==> config.mk <==
export PLATFORM = sky130hd
export DESIGN_NAME = add_rsp
export DESIGN_NICKNAME = d
export VERILOG_FILES = /design/src/rtl/add_rsp.sv
export SDC_FILE = /design/constraint.sdc
export NUM_CORES = 1
export LEC_CHECK = 0
export ABC_AREA = 1
export CAP_MARGIN = 30
export CORE_ASPECT_RATIO = 1.5
export CORE_MARGIN = 5
export CORE_UTILIZATION = 55
export CTS_BUF_LIST = sky130_fd_sc_hd__clkbuf_8 sky130_fd_sc_hd__clkbuf_16
export CTS_CLUSTER_DIAMETER = 80
export DETAILED_ROUTE_END_ITERATION = 12
export HOLD_SLACK_MARGIN = 0.03
export PLACE_DENSITY = 0.83
export RECOVER_POWER = 50
export SLEW_MARGIN = 20
export SYNTH_ARGS = -nofsm -noshare
export SYNTH_HDL_FRONTEND = slang
export SYNTH_SLANG_ARGS = --single-unit
==> constraint.sdc <==
create_clock -name clk -period 2.8 [get_ports clk]
set_input_delay 0.7 -clock clk [delete_from_list [all_inputs] [get_ports clk]]
set_output_delay 0.7 -clock clk [all_outputs]
set_load 0.005 [all_outputs]
==> src/rtl/add_rsp.sv <==
// add_rsp: registered adder responder. Operand pairs come in over a valid/ready handshake
// and their sums are buffered in a small FIFO, then returned in order. ADD_RSP_CNT_EN adds o_txn_count.
module add_rsp #(
  parameter int WIDTH = 4,
  parameter int DEPTH = 2
) (
  input  logic             clk,
  input  logic             rst,
  input  logic             i_in_valid,
  output logic             o_in_ready,
  input  logic [WIDTH-1:0] i_a,
  input  logic [WIDTH-1:0] i_b,
  output logic             o_out_valid,
  input  logic             i_out_ready,
  output logic [WIDTH:0]   o_sum
`ifdef ADD_RSP_CNT_EN
  ,output logic [7:0]      o_txn_count
`endif
);

  // Handshake: a transfer happens on a rising edge where valid && ready. Ready never
  // depends on the partner's valid, and valid never depends on the partner's ready.
  localparam int AW = (DEPTH > 1) ? $clog2(DEPTH) : 1;
  localparam int CW = $clog2(DEPTH + 1);
  localparam logic [CW-1:0] FULL = CW'(DEPTH);

  logic [WIDTH:0]  r_mem [DEPTH];
  logic [AW-1:0]   r_wptr;
  logic [AW-1:0]   r_rptr;
  logic [CW-1:0]   r_count;
  logic [WIDTH:0]  r_last;
  logic            w_push;
  logic            w_pop;
  logic [WIDTH:0]  w_sum_in;

  // Both flags come from registered occupancy only; no path from i_out_ready to o_in_ready.
  assign o_in_ready  = (r_count != FULL);
  assign o_out_valid = (r_count != '0);
  assign w_push      = i_in_valid && o_in_ready;
  assign w_pop       = o_out_valid && i_out_ready;
  assign w_sum_in    = {1'b0, i_a} + {1'b0, i_b};
  assign o_sum       = o_out_valid ? r_mem[r_rptr] : r_last;

  always_ff @(posedge clk or posedge rst) begin
    if (rst) begin
      for (int i = 0; i < DEPTH; i++) r_mem[i] <= '0;
      r_wptr  <= '0;
      r_rptr  <= '0;
      r_count <= '0;
      r_last  <= '0;
    end else begin
      if (w_push) begin
        r_mem[r_wptr] <= w_sum_in;
        r_wptr        <= r_wptr + 1'b1;
      end
      if (w_pop) begin
        r_last <= r_mem[r_rptr];
        r_rptr <= r_rptr + 1'b1;
      end
      if (w_push && !w_pop)      r_count <= r_count + 1'b1;
      else if (w_pop && !w_push) r_count <= r_count - 1'b1;
    end
  end

`ifdef ADD_RSP_CNT_EN
  logic [7:0] r_txn;

  // Counts completed pops and wraps naturally at 8 bits.
  always_ff @(posedge clk or posedge rst) begin
    if (rst)        r_txn <= '0;
    else if (w_pop) r_txn <= r_txn + 8'd1;
  end

  assign o_txn_count = r_txn;
`endif

endmodule

==> impl_metrics.env <==
export IMPL_outcome="completed"
export IMPL_row_count=19
export IMPL_final_hold_viol_count=0
export IMPL_leakagePower_nw=0.658
export IMPL_required_ns=2.10
export IMPL_synth_area_leaders="dfrtp_1 (44%), nand2_1 (16%), o21ai_0 (6.5%)"
export IMPL_dp_slack_ns=0.487
export IMPL_synth_largest_area_cell="dfrtp_1"
export IMPL_multi_input_area_um2=493
export IMPL_r2r_start="r_count[0]$_DFFE_PP0P_"
export IMPL_clock_tree_root_cell="clkbuf_8"
export IMPL_drive_gt1_share_pct=8.44
export IMPL_min_to="r_mem[5]$_DFFE_PP0P_"
export IMPL_synth_common_cells="nand2_1 (45), dfrtp_1 (19), inv_1 (18)"
export IMPL_max_freq_mhz=424
export IMPL_fillCellCount=165
export IMPL_syn_area_um2=1080
export IMPL_cts_resized=0
export IMPL_seq_area_um2=475
export IMPL_syn_avg_cell_area_um2=8.09
export IMPL_synth_top_area_share_pct=44.2
export IMPL_cts_buffers=3
export IMPL_synth_xor_area_share_pct=3.26
export IMPL_htree_levels=1
export IMPL_drc_errors=0
export IMPL_synthCells=133
export IMPL_wl_per_cell_um=12.2
export IMPL_gp_congestion=0.730
export IMPL_power_density_nw_per_um2=1010
export IMPL_drtAntennaViolNets=0
export IMPL_io_buffers=18
export IMPL_diodes=0
export IMPL_rsz0062_at_grt="false"
export IMPL_synth_seq_cells=19
export IMPL_io_pins=19
export IMPL_clock_sinks=19
export IMPL_finalCritPeriodShare_pct=84.3
export IMPL_nets=173
export IMPL_synth_flop_cell="dfrtp_1"
export IMPL_cts_tree="built"
export IMPL_cts_buffer_depth=2
export IMPL_swShare_pct=39.1
export IMPL_max_slew_margin_rel_pct=54.7
export IMPL_yosysMostFrequentCell="nand2_1"
export IMPL_syn_nets=151
export IMPL_start_util_pct=58.0
export IMPL_r2r_end="r_count[1]$_DFFE_PP0P_"
export IMPL_vias_per_cell=5.14
export IMPL_synth_compound_gate_area_share_pct=9.77
export IMPL_timing_final_ws_setup_ns=0.441
export IMPL_vdd_ir_drop_max_v=0.000535
export IMPL_core_area_um2=1850
export IMPL_cts_setup_buffers=0
export IMPL_clk_latency_ns=0.25
export IMPL_ys_types=21
export IMPL_die_h_um=64.2
export IMPL_cp_start_kind="register"
export IMPL_p_comb_share_pct=48.1
export IMPL_syn2layout_area_growth_pct=21.3
export IMPL_synthArstFlopShare_pct=100
export IMPL_firstDrtPassIters=4
export IMPL_drv_cap=0
export IMPL_grt_total_usage_pct=17.8
export IMPL_worstMarginPinSlew_ns=0.678
export IMPL_synth_seq_area_share_pct=44.2
export IMPL_antenna_found_initial=0
export IMPL_muxShareOfSynthArea_pct=0
export IMPL_clkPwrFrac_pct=14.1
export IMPL_fin_skew_ns=0.00580
export IMPL_yosys_area_share_simple_pct=26.0
export IMPL_tns_ns=0
export IMPL_worstPathMaxFanout=12
export IMPL_p_sw_uw=513
export IMPL_endpoint_kind="output pin"
export IMPL_drtIter0Drc=15
export IMPL_synth_edf_count=0
export IMPL_ys_warn_count=0
export IMPL_cts_hold_buf=0
export IMPL_p_int_uw=800
export IMPL_overflow=0
export IMPL_die_area_um2=2960
export IMPL_r2r_cells=7
export IMPL_slew_viol_final=0
export IMPL_hold_depth=2
export IMPL_grt_max_degree=20
export IMPL_clk_pin_slew_worst_paths_ns=0.07
export IMPL_seqPwrFrac_pct=37.8
export IMPL_hold_path_class="register to register"
export IMPL_synth_top_family_by_area="simple AND/OR/NAND/NOR gates"
export IMPL_grt_pass1_vias=960
export IMPL_min_from="r_mem[5]$_DFFE_PP0P_"
export IMPL_grt_pass1_wl_um=3890
export IMPL_rrSetupSlack_ns=0.93
export IMPL_yosys_area_share_adder_pct=7.67
export IMPL_drt_wl_total_um=2140
export IMPL_layout_min_cycle_time_ns=2.36
export IMPL_setup_viol=0
export IMPL_hpwlAfterDp_um=1770
export IMPL_critPathKind="register to output pin"
export IMPL_vias=899
export IMPL_critPathArrivalTime_ns=1.66
export IMPL_die_w_um=46.1
[area by class of cell]
type | count | share of cell area, %
multi-input cells | 91 | 37.8
flip-flops and latches | 19 | 36.4
repair buffers | 18 | 13.8
inverters | 22 | 6.52
clock buffers | 3 | 3.16
well taps | 21 | 2.01
clock inverters | 1 | 0.288
[power groups by stage]
| stage | Sequential (mW) | Combinational (mW) | Clock [mW] |
|---|---|---|---|
| global placement | 0.489 | 0.623 | 0 |
| floorplan | 0.475 | 0.430 | 0 |
| finish | 0.496 | 0.632 | 0.185 |
| detailed placement | 0.501 | 0.652 | 0 |
| CTS | 0.497 | 0.658 | 0.185 |
| global route | 0.518 | 0.732 | 0.199 |
[per-stage QoR]
stage | instances | hold WS (ns) | util (%) | power, mW | cell area [um^2]
final | 175 | 0.493 | 70.4 | 1.31 | 1310
after global placement | 171 | 0.458 | 68.8 | 1.11 | 1270
after floorplan | 133 | 0.442 | - | 0.905 | 1080
after detailed placement | 171 | 0.470 | 68.8 | 1.15 | 1270
after CTS | 175 | 0.492 | 71.2 | 1.34 | 1320
after global routing | 175 | 0.519 | 70.4 | 1.45 | 1310
[logic make-up after synthesis]
family / Yosys count
buffers and inverters: 23
AND/OR/NAND/NOR: 60
XOR/XNOR: 4
adder cells (fa/ha/maj): 6
flip-flops: 19
AO/OA/AOI/OAI: 21
[sequential cells by signal (all words and copies together) (netlist names)]
register	count
r_mem	10
r_last	5
r_count	2
r_rptr	1
r_wptr	1
[metal layers]
layer  GRT usage [%]  vias up  wire [um]
met5               0        -          0
met4            9.96        0         59
met3            1.40        6         84
met2            32.8       23       1230
li1                -      453          -
met1            18.3      417        763
[worst max-delay path, stage by stage (launching register included)]
cell             delay (ns)
dfrtp_1                0.42
inv_1                  0.12
nand2_2                0.15
o21ai_0                0.19
clkdlybuf4s50_1        0.52
[how the worst max path moves through the flow]
stage,end,cells past startpoint,startpoint
final,o_sum[4],4,r_count[1]$_DFFE_PP0P_
after floorplan,r_mem[9]$_DFFE_PP0P_,6,i_a[0]
after global placement,r_mem[9]$_DFFE_PP0P_,7,i_a[0]
after detailed placement,r_mem[9]$_DFFE_PP0P_,7,i_b[0]
after CTS,o_sum[4],4,r_count[1]$_DFFE_PP0P_
after global routing,o_sum[0],6,r_rptr$_DFFE_PP0P_
[layout by cell type, fill, tap and decap left out]
cell type	count
fa_1	1
nand2_4	3
inv_2	2
a21oi_1	2
nor2_1	1
nand3_1	5
nor2_2	1
nand2_1	47
xor2_1	2
clkdlybuf4s50_1	16
clkinvlp_2	2
xnor2_1	2
clkbuf_8	3
dlygate4sd3_1	2
nor2_4	1
o21ai_1	4
nand2_2	1
dfrtp_1	19
o21ai_0	15
nand3b_1	1
inv_1	19
ha_1	5
(Power assumes the default switching activity.)
